### config.mk
export PLATFORM = sky130hd
export DESIGN_NAME = permutator_round
export DESIGN_NICKNAME = d
export VERILOG_FILES = /design/src/rtl/permutator_round.sv
export SDC_FILE = /design/constraint.sdc
export NUM_CORES = 1
export LEC_CHECK = 0
export ABC_AREA = 0
export BUFFER_PORTS_ARGS = -buffer_cell sky130_fd_sc_hd__buf_2
export CAP_MARGIN = 20
export CELL_PAD_IN_SITES_DETAIL_PLACEMENT = 1
export CELL_PAD_IN_SITES_GLOBAL_PLACEMENT = 2
export CORE_MARGIN = 4
export CORE_UTILIZATION = 39
export CTS_CLUSTER_DIAMETER = 50
export DETAILED_ROUTE_END_ITERATION = 12
export PLACE_DENSITY = 0.85
export SETUP_SLACK_MARGIN = 0.4
export SLEW_MARGIN = 30
export SYNTH_ARGS = -nofsm -noshare
export SYNTH_HDL_FRONTEND = slang
export SYNTH_SLANG_ARGS = --single-unit
### constraint.sdc
create_clock -name clock_i -period 8.4 [get_ports clock_i]
set_input_delay 0.84 -clock clock_i [delete_from_list [all_inputs] [get_ports clock_i]]
set_output_delay 0.84 -clock clock_i [all_outputs]
set_load 0.1 [all_outputs]
### src/rtl/permutator_round.sv
// ============================================================================
// Module      : permutator_round
// Description : One Ascon permutation round (p_C, p_S, p_L) per clock with a
//               registered 320-bit state. Define PERMUTATOR_CLKEN_EN to add
//               the enable_i load qualifier.
// Revision    : 1.0 - initial release
// ============================================================================
`default_nettype none

module permutator_round (
    input  logic         clock_i,
    input  logic         resetb_i,
    input  logic [319:0] state_in_i,
    input  logic [3:0]   round_i,
    input  logic         input_select_i,
`ifdef PERMUTATOR_CLKEN_EN
    input  logic         enable_i,
`endif
    output logic [319:0] state_out_o
);

    localparam int unsigned c_word_w = 64;

    logic [319:0]        r_state_q;
    logic [319:0]        w_state_d;
    logic [319:0]        w_src;
    logic [319:0]        w_round;
    logic                w_load;
    logic [7:0]          w_rc;
    logic [c_word_w-1:0] w_x0, w_x1, w_x2, w_x3, w_x4;
    logic [c_word_w-1:0] w_t0, w_t1, w_t2, w_t3, w_t4;
    logic [c_word_w-1:0] w_s0, w_s1, w_s2, w_s3, w_s4;

    function automatic logic [c_word_w-1:0] ror64(input logic [c_word_w-1:0] w,
                                                  input int unsigned n);
        return (w >> n) | (w << (c_word_w - n));
    endfunction

`ifdef PERMUTATOR_CLKEN_EN
    assign w_load = enable_i;
`else
    assign w_load = 1'b1;
`endif

    always_comb begin
        w_src = input_select_i ? r_state_q : state_in_i;
        w_rc  = {4'd15 - round_i, round_i};

        w_x0 = w_src[319:256];
        w_x1 = w_src[255:192];
        w_x2 = w_src[191:128] ^ {56'd0, w_rc};
        w_x3 = w_src[127:64];
        w_x4 = w_src[63:0];

        // Bitsliced form of the 5-bit S-box, applied to all 64 columns at once
        w_x0 = w_x0 ^ w_x4;
        w_x4 = w_x4 ^ w_x3;
        w_x2 = w_x2 ^ w_x1;
        w_t0 = ~w_x0 & w_x1;
        w_t1 = ~w_x1 & w_x2;
        w_t2 = ~w_x2 & w_x3;
        w_t3 = ~w_x3 & w_x4;
        w_t4 = ~w_x4 & w_x0;
        w_s0 = w_x0 ^ w_t1;
        w_s1 = w_x1 ^ w_t2;
        w_s2 = w_x2 ^ w_t3;
        w_s3 = w_x3 ^ w_t4;
        w_s4 = w_x4 ^ w_t0;
        w_s1 = w_s1 ^ w_s0;
        w_s0 = w_s0 ^ w_s4;
        w_s3 = w_s3 ^ w_s2;
        w_s2 = ~w_s2;

        w_round = {w_s0 ^ ror64(w_s0, 19) ^ ror64(w_s0, 28),
                   w_s1 ^ ror64(w_s1, 61) ^ ror64(w_s1, 39),
                   w_s2 ^ ror64(w_s2,  1) ^ ror64(w_s2,  6),
                   w_s3 ^ ror64(w_s3, 10) ^ ror64(w_s3, 17),
                   w_s4 ^ ror64(w_s4,  7) ^ ror64(w_s4, 41)};

        w_state_d = w_load ? w_round : r_state_q;
    end

    always_ff @(posedge clock_i) begin
        if (resetb_i) begin
            r_state_q <= '0;
        end else begin
            r_state_q <= w_state_d;
        end
    end

    assign state_out_o = r_state_q;

endmodule

`default_nettype wire

# ---- Yosys cells after proc, flatten, opt, wreduce, memory -nomap -nowiden
# Index checks and enable logic that the tools add are counted.
# Widths: inputs -> output; s select.
dict set report word_totals {
  reg_bits 320
  out_inout_bits 320
  elab_cells 46
}
dict set report op_classes {
  addsub 1
  muxes 1
  n_bitwise 43
}
# cell count
set op_table {}
lappend op_table {{$xor 64x64->64} 21}
lappend op_table {{$not 64->64} 6}
lappend op_table {{$and 64x64->64} 5}
lappend op_table {{$mux 320} 1}
lappend op_table {{$or 23x64->64} 1}
lappend op_table {{$or 25x64->64} 1}
lappend op_table {{$or 3x64->64} 1}
lappend op_table {{$or 36x64->64} 1}
lappend op_table {{$or 45x64->64} 1}
lappend op_table {{$or 47x64->64} 1}
lappend op_table {{$or 54x64->64} 1}
lappend op_table {{$or 57x64->64} 1}
lappend op_table {{$or 58x64->64} 1}
lappend op_table {{$or 63x64->64} 1}
lappend op_table {{$xor 64x8->64} 1}
lappend op_table {{$sub 4x4->4 const A} 1}

# ---- Logic depth before layout (Yosys ltp)
# Gate-level depths: netlist (run 1).
dict set report depth {
  word_depth 10
  ltp_mapped 14
  depth_no_buf 8
}

# ---- Worst setup path before layout (run 1)
# OpenSTA, ideal clock, no wires.
dict set report synth_timing {
  path_type {input-to-reg}
  start {input input_select_i}
  end {register r_state_q[92] (netlist: state_out_o[92])}
  t_arrival_ns 4.107
  t_required_ns 8.335
  setup_slack_ns 4.227
  path_stages 14
  cell_sequence {buf_6 > buf_6 > buf_6 > buf_6 > buf_2 > buf_1 > buf_2 > mux2_2 > ha_1 > xnor2_1 > xnor2_1 > xnor2_1 > xnor3_1 > nor2_1}
}
dict set report synth_between {
  elab_chain_len 9
}
# item line_no
set synth_rtl {}
lappend synth_rtl {{from (decl)} 15} ;# input logic input_select_i,
lappend synth_rtl {{$mux 320 (*)} 46} ;# w_src = input_select_i ? r_state_q : state_in_i;
lappend synth_rtl {{$xor 64x64->64} 57} ;# w_x4 = w_x4 ^ w_x3;
lappend synth_rtl {{$not 64->64} 63} ;# w_t4 = ~w_x4 & w_x0;
lappend synth_rtl {{$and 64x64->64} 63}
lappend synth_rtl {{$xor 64x64->64} 67} ;# w_s3 = w_x3 ^ w_t4;
lappend synth_rtl {{$xor 64x64->64 (*)} 71} ;# w_s3 = w_s3 ^ w_s2;
lappend synth_rtl {{$or 54x64->64} 36} ;# return (w >> n) | (w << (c_word_w - n));
lappend synth_rtl {{$xor 64x64->64} 77} ;# w_s3 ^ ror64(w_s3, 10) ^ ror64(w_s3, 17),
lappend synth_rtl {{$xor 64x64->64 (*)} 77}
lappend synth_rtl {{to (signal assigned)} 87} ;# r_state_q <= w_state_d;
lappend synth_rtl {{to (decl)} 24} ;# logic [319:0] r_state_q;
# Every way passes the cells marked *; elsewhere a longest branch is shown, timed or not.
# A chain may end at the register's enable or synchronous reset.

# ---- Final worst setup path (run 1)
dict set report layout_timing {
  start {input input_select_i}
  end {register r_state_q[116] (netlist: state_out_o[116])}
}
# Same word-level chain as after synthesis.

==> impl_metrics.py, run 1 <==
metrics = {
    "outcome": {
        "status": "completed",
    },
    "routing": {
        "vias": 22887,
        "wl_per_cell_um": 34.3,
        "vias_per_cell": 5.34,
        "drt_iter0_markers": 1801,
        "drc_errors": 0,
        "dr.pass1.iters": 5,
        "wl_um": 147000,
        "ant_nets": 0,
    },
    "critical_path": {
        "crit_chain": "buf_8 -> buf_4 -> mux2i_1 -> xor2_1 -> ha_1 -> xnor2_1 -> xnor2_1 -> xnor2_2 -> xnor3_1 -> nor2_1",
        "end_kind": "register",
        "worstPathMaxFanout": 79,
        "path_delay_family": "XOR/XNOR gates",
        "cp.arrival_ns": 5.37,
        "critical-path-slowest-cell": "xnor2_2",
        "cp-start-kind": "primary input",
        "worstSetupPathType": "in -> reg",
        "critPathMaxStageDelay_ns": 0.74,
        "crit_top_cell": "xnor2_1",
        "cp.required_ns": 8.96,
        "path_buf_inv": 2,
        "ff2ff_setup_slack_ns": 4.76,
    },
    "layout": {
        "drive_above_1_share_pct": 34.4,
        "synthToLayoutAreaGrowth_pct": 22.8,
        "largest_reg_flops": 320,
        "utilization_pct": 48.4,
        "nNetsFinal": 3730,
    },
    "synthesis": {
        "synthFlopType": "dfxtp_1",
        "avgSynthCellArea_um2": 11.1,
        "synth_compound_area_share_pct": 0.234,
        "syn_nets": 3067,
        "synth_top_area_share_pct": 22.2,
        "synth.cell_area_mm2": 0.0289,
        "ys_seq_area_share_pct": 22.2,
        "synth-seq-cells": 320,
        "ys_warn_count": 0,
        "synthMuxAreaShare_pct": 16.7,
        "synth_top_family_by_area": "XOR/XNOR gates",
        "synthTopCellsByArea": "dfxtp_1, xnor2_1, xnor3_1, mux2_2, ha_1",
        "synth-edff-count": 0,
        "synth_xor_area_share_pct": 44.5,
        "synth_fa_ha_area_share_pct": 6.09,
        "synth-simple-area-share_pct": 7.97,
        "async_flop_share_pct": 0,
        "syn_inst": 2612,
        "synth.largest_area_cell": "dfxtp_1",
        "synth_cell_types": 28,
    },
    "clocking": {
        "cts_hold_buf": 0,
        "insertion_delay_ns": 0.65,
        "cts-htree-levels": 2,
        "root_buffer": "clkbuf_16",
        "post_cts_buffers": 0,
        "post_cts_resized": 0,
        "cts_tree": "built",
        "cts_buffers": 58,
        "clk_path_buf_depth": 3,
        "clock_sinks": 320,
        "path_clk_slew_ns": 0.05,
    },
    "floorplanning": {
        "initial_utilization_pct": 39.4,
        "core_mm2": 0.0732,
        "die_h_um": 280,
        "pin_count": 647,
        "die_w_um": 280,
        "fp-row-count": 99,
        "dieArea_mm2": 0.0784,
    },
    "timing": {
        "fin_tns_setup_ns": 0,
        "skew_ns": 0.0323,
        "rsz0062_at_grt": "no",
        "worstMarginPinSlew_ns": 1.20,
        "max_freq_ghz": 0.208,
        "period_needed_ns": 4.81,
        "finalCritPeriodShare_pct": 57.3,
        "finalSetupViolations": 0,
        "finalHoldViolations": 0,
        "drv_slew": 0,
        "slew_headroom_pct": 19.7,
    },
    "placed_design": {
        "numPortBuffers": 646,
        "gp_congestion": 1.02,
        "hpwl_um": 126000,
    },
    "global_routing": {
        "grt.overflow.total": 0,
        "gr-max-usage-layer": "met2",
        "grt_pass1_vias": 24215,
        "grt_max_degree": 173,
        "met3_usage_pct": 6.35,
        "grt_pass1_wl_um": 197000,
        "grt_use_met1_pct": 46.6,
        "antenna_found_initial": 9,
        "grt_use_total_pct": 36.3,
        "grt_use_met2_pct": 61.3,
    },
    "run": {
        "drv_cap": 0,
    },
    "worst_hold_path": {
        "min_path_type": "in -> reg",
    },
}
[worst reg2reg max path, delay by kind of cell, from the launching register on]
family	cells	cell delay, ns
xor gates and xnor gates	4	2.11
muxes	1	0.64
adders and majority gates	1	0.38
DFF	1	0.33
and+or+nand+nor	1	0.10
[routing by layer]
metal,share of wire [%],routed length [µm],up-vias
met5,0.028,41,-
met4,4.3,6360,6
met3,6.9,10100,230
met2,48,69800,958
met1,41,60600,11745
li1,-,-,9948
[layout make-up]
cell class / count / area (µm²)
well taps: 959 / 1200
diodes: 1 / 2.50
repair buffers: 680 / 3550
multi-input cells: 2185 / 22100
inverters: 30 / 113
fillers: 8044 / 37800
clock inverters: 40 / 495
flip-flops and latches: 320 / 6410
clock buffers: 68 / 1540
[cells by family after synthesis]
group | count (synthesis)
muxes | 406
AOI/OAI and AO/OA | 9
DFF | 320
buffers and inverters | 107
xor gates and xnor gates | 1077
adders and majority gates | 143
and+or+nand+nor | 550
[path summary, 6_finish.rpt]
| check | startpoint | end | cells past startpoint |
|---|---|---|---|
| max | input_select_i | state_out_o[116] | 10 |
| min | resetb_i | state_out_o[167] | 2 |
| max reg2reg | state_out_o[197] | state_out_o[116] | 7 |
| min reg2reg | state_out_o[151] | state_out_o[151] | 5 |
[stage by stage]
stage,std cells,instance area (µm²),setup WS [ns],hold slack (ns)
CTS,4282,35400,3.46,0.632
floorplan,2612,28900,4.23,1.30
detailed placement,4174,33300,2.79,1.06
finish,4283,35400,3.59,0.629
global placement,4173,33100,2.85,1.03
global route,4282,35400,3.51,0.642
[synthesized netlist by cell type, types with 26 or more instances]
cell type and instances:
xor2_1 74, nand2_1 71, mux2i_2 50, nor2_1 385
mux2i_4 26, mux2i_1 147, dfxtp_1 320, clkbuf_1 35
nor2b_1 91, xnor3_1 206, ha_1 128, inv_1 30
xnor2_2 73, xnor2_1 721, mux2_2 160
[cells in the final DEF (no fill, tap or decap), drive strengths merged, types with 74 or more instances in the layout]
cell | netlist | final
buf | 42 | 680
ha | 128 | 128
nor2b | 91 | 91
xnor3 | 206 | 206
nor2 | 385 | 385
dfxtp | 320 | 320
mux2 | 183 | 183
mux2i | 223 | 223
xnor2 | 794 | 794
xor2 | 74 | 74
Power of run 1 is left out: the tool's default activity adds up to more than one toggle a clock period on the data nets, which glitch-free logic cannot reach.
==> run 2: changes to the inputs <==
--- a/config.mk
+++ b/config.mk
@@ -11,10 +11,10 @@
 export CELL_PAD_IN_SITES_DETAIL_PLACEMENT = 1
 export CELL_PAD_IN_SITES_GLOBAL_PLACEMENT = 2
 export CORE_MARGIN = 4
-export CORE_UTILIZATION = 39
+export CORE_UTILIZATION = 32
 export CTS_CLUSTER_DIAMETER = 50
 export DETAILED_ROUTE_END_ITERATION = 12
-export PLACE_DENSITY = 0.85
+export PLACE_DENSITY = 0.75
 export SETUP_SLACK_MARGIN = 0.4
 export SLEW_MARGIN = 30
 export SYNTH_ARGS = -nofsm -noshare
==> constraint.sdc (replaced) <==
create_clock -name clock_i -period 3.95 [get_ports clock_i]
set_input_delay 0.395 -clock clock_i [delete_from_list [all_inputs] [get_ports clock_i]]
set_output_delay 0.395 -clock clock_i [all_outputs]
set_load 0.1 [all_outputs]
==> run 2 against run 1 <==
Against the previous run:
- critical path type unchanged
- via count grew 2.1%
- hold slack lost 0.50 ns
- register-to-register slack lost 3.8 ns
- count of clock-buffer cells in the layout shrank 2
==> impl_metrics.py, run 2 (synthesis gave the netlist of run 1 again) <==
metrics = {
    "timing": {
        "worstMarginPinSlew_ns": 1.19,
        "skew_ns": 0.0291,
        "drv_slew": 0,
        "rsz0062_at_grt": "no",
        "finalHoldViolations": 0,
        "max_freq_ghz": 0.300,
        "slew_headroom_pct": 19.9,
        "finalSetupViolations": 0,
        "fin_tns_setup_ns": 0,
        "period_needed_ns": 3.33,
        "finalCritPeriodShare_pct": 84.3,
    },
    "global_routing": {
        "antenna_found_initial": 3,
        "grt_use_total_pct": 30.4,
        "grt_pass1_vias": 24561,
        "grt_max_degree": 135,
        "grt_pass1_wl_um": 199000,
        "grt.overflow.total": 0,
    },
    "routing": {
        "dr.pass1.iters": 7,
        "drc_errors": 0,
        "vias": 23375,
        "drt_iter0_markers": 1961,
        "wl_um": 149000,
        "ant_nets": 0,
        "wl_per_cell_um": 31.7,
        "vias_per_cell": 4.98,
    },
    "critical_path": {
        "cp.arrival_ns": 3.89,
        "r2r-end": "state_out_o[73]",
        "reg2reg_from": "state_out_o[201]",
        "ff2ff_path_depth": 8,
        "cp-endpoint": "state_out_o[313]",
        "ff2ff_setup_slack_ns": 1.00,
        "cp.required_ns": 4.51,
        "cp-startpoint": "input_select_i",
        "end_kind": "register",
        "cp-start-kind": "primary input",
        "worstSetupPathType": "in -> reg",
        "worstPathMaxFanout": 29,
    },
    "layout": {
        "final_common_cell": "xnor2_1",
        "finalInstanceArea_mm2": 0.0371,
        "drive_above_1_share_pct": 37.4,
        "largest_reg_flops": 320,
        "fillers": 10096,
        "final_cell_mix": "xnor2_1, buf_2, nor2_1",
        "synthToLayoutAreaGrowth_pct": 28.7,
        "nNetsFinal": 3935,
    },
    "floorplanning": {
        "die_h_um": 308,
        "die_w_um": 308,
        "core_mm2": 0.0889,
        "pin_count": 647,
        "fp-row-count": 109,
        "dieArea_mm2": 0.0951,
        "initial_utilization_pct": 32.5,
    },
    "clocking": {
        "post_cts_resized": 0,
        "insertion_delay_ns": 0.64,
        "cts_buffers": 60,
        "cts_tree": "built",
        "post_cts_buffers": 0,
        "cts-htree-levels": 2,
        "clk_path_buf_depth": 3,
        "clock_sinks": 320,
        "path_clk_slew_ns": 0.06,
        "root_buffer": "clkbuf_16",
        "cts_hold_buf": 0,
    },
    "placed_design": {
        "post_dp_cell_area_mm2": 0.0350,
        "gp_congestion": 1.06,
        "hpwl_um": 129000,
        "numPortBuffers": 646,
    },
    "worst_hold_path": {
        "whs_path_depth": 2,
        "min_path_type": "in -> reg",
    },
    "run": {
        "drv_cap": 0,
    },
    "outcome": {
        "status": "completed",
    },
}
==> run 2: cell types whose count changed in the layout (fill, tap and decap cells not counted), moves of 2 or more <==
cell,delta
xnor2_2,-31
buf_4,+196
clkbuf_16,+3
clkinvlp_4,-2
buf_6,-2
clkinv_2,+4
inv_6,+8
diode_2,+2
buf_12,+8
clkbuf_8,-4
inv_8,-3
xnor2_1,+31
==> run 2: metal layers <==
layer  global-route usage [%]  share of wire (%)  vias to the layer above
met2                     51.9                 48                     1057
met5                        0                  0                        -
met1                     38.0                 40                    11730
li1                         -                  -                    10361
met3                     6.74                7.9                      227
met4                     10.5                4.1                        0
==> run 2: cell type report <==
type / count / area [µm²] / area share (%)
Tap cell: 1165 / 1460 / 3.92
Antenna cell: 3 / 7.51 / 0.0202
Multi-Input combinational cell: 2185 / 21900 / 58.9
Inverter: 30 / 113 / 0.303
Timing Repair Buffer: 883 / 5190 / 14.0
Clock inverter: 46 / 520 / 1.40
Clock buffer: 66 / 1560 / 4.19
Sequential cell: 320 / 6410 / 17.2
==> run 2: per-stage QoR <==
stage	hold WS [ns]	setup WS, ns	cells	utilization (%)
2_1_floorplan	0.856	0.431	2612	-
3_3_place_gp	0.967	0.0972	4582	39.4
3_5_place_dp	0.971	0.0813	4582	39.4
4_1_cts	0.339	0.721	4694	41.7
5_1_grt	0.117	0.589	4695	41.8
6_report	0.128	0.622	4698	41.8
==> run 2: worst min-delay path by stage <==
stage | startpoint | endpoint | slack, ns
after detailed placement | state_out_o[123] | state_out_o[123] | 0.97
after global placement | state_out_o[177] | state_out_o[177] | 0.97
final | resetb_i | state_out_o[96] | 0.13
after CTS | resetb_i | state_out_o[96] | 0.34
after global routing | resetb_i | state_out_o[96] | 0.12
after floorplan | resetb_i | state_out_o[192] | 0.86
==> run 2: worst max-delay path: stages <==
cell	delay [ns]
buf_8	0.32
buf_12	0.24
buf_12	0.22
buf_4	0.17
mux2i_1	0.35
ha_1	0.36
xnor2_1	0.16
xnor2_1	0.94
xnor3_1	0.56
nor2_1	0.11
Power of run 2 is left out for the same reason.
==> run 3: changes to the inputs <==
--- a/config.mk
+++ b/config.mk
@@ -5,16 +5,16 @@
 export SDC_FILE = /design/constraint.sdc
 export NUM_CORES = 1
 export LEC_CHECK = 0
-export ABC_AREA = 0
+export ABC_AREA = 1
 export BUFFER_PORTS_ARGS = -buffer_cell sky130_fd_sc_hd__buf_2
 export CAP_MARGIN = 20
 export CELL_PAD_IN_SITES_DETAIL_PLACEMENT = 1
 export CELL_PAD_IN_SITES_GLOBAL_PLACEMENT = 2
 export CORE_MARGIN = 4
-export CORE_UTILIZATION = 32
+export CORE_UTILIZATION = 26
 export CTS_CLUSTER_DIAMETER = 50
 export DETAILED_ROUTE_END_ITERATION = 12
-export PLACE_DENSITY = 0.75
+export PLACE_DENSITY = 0.76
 export SETUP_SLACK_MARGIN = 0.4
 export SLEW_MARGIN = 30
 export SYNTH_ARGS = -nofsm -noshare
==> constraint.sdc (replaced) <==
create_clock -name clock_i -period 2.8 [get_ports clock_i]
set_input_delay 0.28 -clock clock_i [delete_from_list [all_inputs] [get_ports clock_i]]
set_output_delay 0.28 -clock clock_i [all_outputs]
set_load 0.1 [all_outputs]
==> run 3 against run 2 <==
Against the previous run:
- design area up 42%
- global-route usage is 4.9 points higher
- worst setup slack worse by 0.31 ns
- hold slack lost 0.061 ns
- critical path depth up 7
- die area increased by 37%
- synthesized cell count increased by 120%
- register-to-register slack worse by 0.69 ns
- sequential share of layout area down 4.6 points
- clock skew grew 0.017 ns
- flip-flop and latch count did not move
- critical path type is now reg -> reg
- critical endpoint is now state_out_o[119]
- largest cell class unchanged
==> impl_metrics.py, run 3 <==
metrics = {
    "synthesis": {
        "synth_xor_area_share_pct": 11.4,
        "synthFlopType": "dfxtp_1",
        "avgSynthCellArea_um2": 5.54,
        "synth.largest_area_cell": "nand2_1",
        "ys_warn_count": 0,
        "synth_top_family_by_area": "simple AND/OR/NAND/NOR gates",
        "synthMuxAreaShare_pct": 0,
        "syn_nets": 6297,
        "synthTopCellsByArea": "nand2_1, dfxtp_1, nand3_1, inv_1, xor2_1",
        "synth_top_area_share_pct": 33.5,
        "synth_compound_area_share_pct": 7.25,
        "async_flop_share_pct": 0,
        "syn_inst": 5842,
        "ys_seq_area_share_pct": 19.8,
        "synth_commonest_cells": "nand2_1, inv_1, nand3_1, dfxtp_1, nor2_1",
        "synth-simple-area-share_pct": 46.9,
        "synth_most_common_cell": "nand2_1",
        "synth.cell_area_mm2": 0.0324,
        "synth_cell_types": 31,
        "synth_fa_ha_area_share_pct": 4.95,
        "synth-edff-count": 0,
        "synth-seq-cells": 320,
    },
    "floorplanning": {
        "dieArea_mm2": 0.130,
        "initial_utilization_pct": 26.2,
        "die_h_um": 361,
        "die_w_um": 361,
        "pin_count": 647,
        "core_mm2": 0.124,
        "fp-row-count": 129,
    },
    "critical_path": {
        "ff2ff_path_depth": 17,
        "ff2ff_setup_slack_ns": 0.31,
        "cp-start-kind": "register",
        "reg2reg_from": "state_out_o[129]",
        "worstSetupPathType": "reg -> reg",
        "r2r-end": "state_out_o[119]",
        "cp-endpoint": "state_out_o[119]",
        "cp.arrival_ns": 3.06,
        "cp-startpoint": "state_out_o[129]",
        "cp.required_ns": 3.37,
        "end_kind": "register",
        "worstPathMaxFanout": 4,
    },
    "clocking": {
        "cts-htree-levels": 3,
        "clock_sinks": 320,
        "path_clk_slew_ns": 0.06,
        "cts_tree": "built",
        "cts_hold_buf": 0,
        "clk_path_buf_depth": 3,
        "cts_buffers": 84,
        "root_buffer": "clkbuf_16",
        "insertion_delay_ns": 0.68,
    },
    "routing": {
        "wl_met2_um": 107000,
        "drc_errors": 0,
        "drt_iter0_markers": 3670,
        "vias": 46294,
        "vias_per_cell": 4.98,
        "met3WireLength_um": 17300,
        "maxUsedRoutingLayer": "met5",
        "met1_length_um": 101000,
        "wl_per_cell_um": 26.0,
        "dr.pass1.iters": 6,
        "wl_um": 241000,
        "ant_nets": 0,
    },
    "outcome": {
        "status": "completed",
    },
    "global_routing": {
        "grt.overflow.total": 0,
        "grt_pass1_vias": 45757,
        "antenna_found_initial": 21,
        "grt_max_degree": 60,
        "grt_use_total_pct": 35.3,
        "grt_pass1_wl_um": 329000,
    },
    "layout": {
        "synthToLayoutAreaGrowth_pct": 63.0,
        "instances_no_fill": 9298,
        "nNetsFinal": 8036,
        "drive_above_1_share_pct": 33.1,
        "final_cell_mix": "nand2_1, buf_4, buf_2",
        "utilization_pct": 42.7,
        "largest_reg_flops": 320,
        "final_common_cell": "nand2_1",
    },
    "timing": {
        "finalSetupViolations": 0,
        "drv_slew": 0,
        "finalWorstSetupSlack_ns": 0.315,
        "fin_tns_setup_ns": 0,
        "max_freq_ghz": 0.402,
        "slew_headroom_pct": 45.1,
        "skew_ns": 0.0466,
        "finalCritPeriodShare_pct": 88.8,
        "rsz0062_at_grt": "yes",
        "worstMarginPinSlew_ns": 0.824,
        "finalHoldViolations": 0,
        "period_needed_ns": 2.49,
    },
    "placed_design": {
        "gp_congestion": 1.01,
        "hpwl_um": 210000,
        "numPortBuffers": 646,
        "dp_slack_ns": -0.438,
        "placedCellCount": 9093,
    },
    "run": {
        "drv_cap": 0,
    },
    "worst_hold_path": {
        "min_path_type": "in -> reg",
    },
}
==> run 3: cell count changes after synthesis, sizes merged, moves of 45 or more <==
cell / change
mux2: -183
xnor3: -206
o21ai: +170
nor2: -92
inv: +603
xor2: +171
a21oi: +265
buf: +45
nor2b: -91
nand2: +2839
xnor2: -643
mux2i: -223
nand3: +522
==> run 3: how the worst min path moves through the flow <==
stage / start / endpoint / slack (ns) / cells past startpoint
CTS: resetb_i / state_out_o[90] / 0.05 / 4
floorplan: resetb_i / state_out_o[86] / 0.55 / 2
detailed placement: resetb_i / state_out_o[90] / 0.77 / 4
finish: resetb_i / state_out_o[90] / 0.07 / 4
global placement: resetb_i / state_out_o[67] / 0.77 / 4
global route: resetb_i / state_out_o[90] / 0.09 / 4
==> run 3: worst max-delay path, stage by stage (launching register included) <==
cell,delay (ns)
dfxtp_2,0.32
inv_1,0.04
o21ai_2,0.18
buf_4,0.15
nand2_2,0.05
nand2_2,0.10
ha_4,0.23
xor2_4,0.16
xnor2_2,0.14
or2_1,0.24
buf_12,0.15
nand2_2,0.06
buf_6,0.12
buf_4,0.12
nand2_4,0.04
nand2_2,0.06
nand2_2,0.06
a21oi_2,0.18
==> run 3: cells by family after synthesis <==
kind of cell             after synthesis
AND/OR/NAND/NOR                     3795
adder cells (fa/ha/maj)              128
XOR/XNOR                             396
buffers and inverters                751
AO/OA/AOI/OAI                        452
flip-flops                           320
==> run 3: what timing repair did <==
| item | in CTS | in global routing |
|---|---|---|
| pin swaps | 6 | 62 |
| gates cloned | 0 | 3 |
| setup buffers | 6 | 30 |
| gates resized for setup | 52 | 236 |
| setup endpoints to repair | 54 | 160 |
==> run 3: layer usage <==
metal	global-route usage (%)	up-vias
met5	0	-
met1	44.8	22460
met4	20.1	8
li1	-	21636
met3	6.54	487
met2	56.3	1703
==> run 3: through the flow <==
stage          instance area, µm²  hold slack [ns]
2_1_floorplan               34500            0.554
3_3_place_gp                48400            0.774
3_5_place_dp                48400            0.775
4_1_cts                     51600           0.0464
5_1_grt                     52700           0.0876
6_report                    52800           0.0677
==> run 3: area by class of cell <==
| type | count | area, µm² |
|---|---|---|
| antenna | 10 | 25.0 |
| clock buffer | 97 | 2250 |
| clock inverter | 59 | 693 |
| fill | 16411 | 70900 |
| inverter | 633 | 2430 |
| multi-input combinational | 4771 | 25400 |
| sequential | 320 | 6650 |
| tap | 1637 | 2050 |
| timing repair buffer | 1771 | 13300 |
Power of run 3 is left out for the same reason.
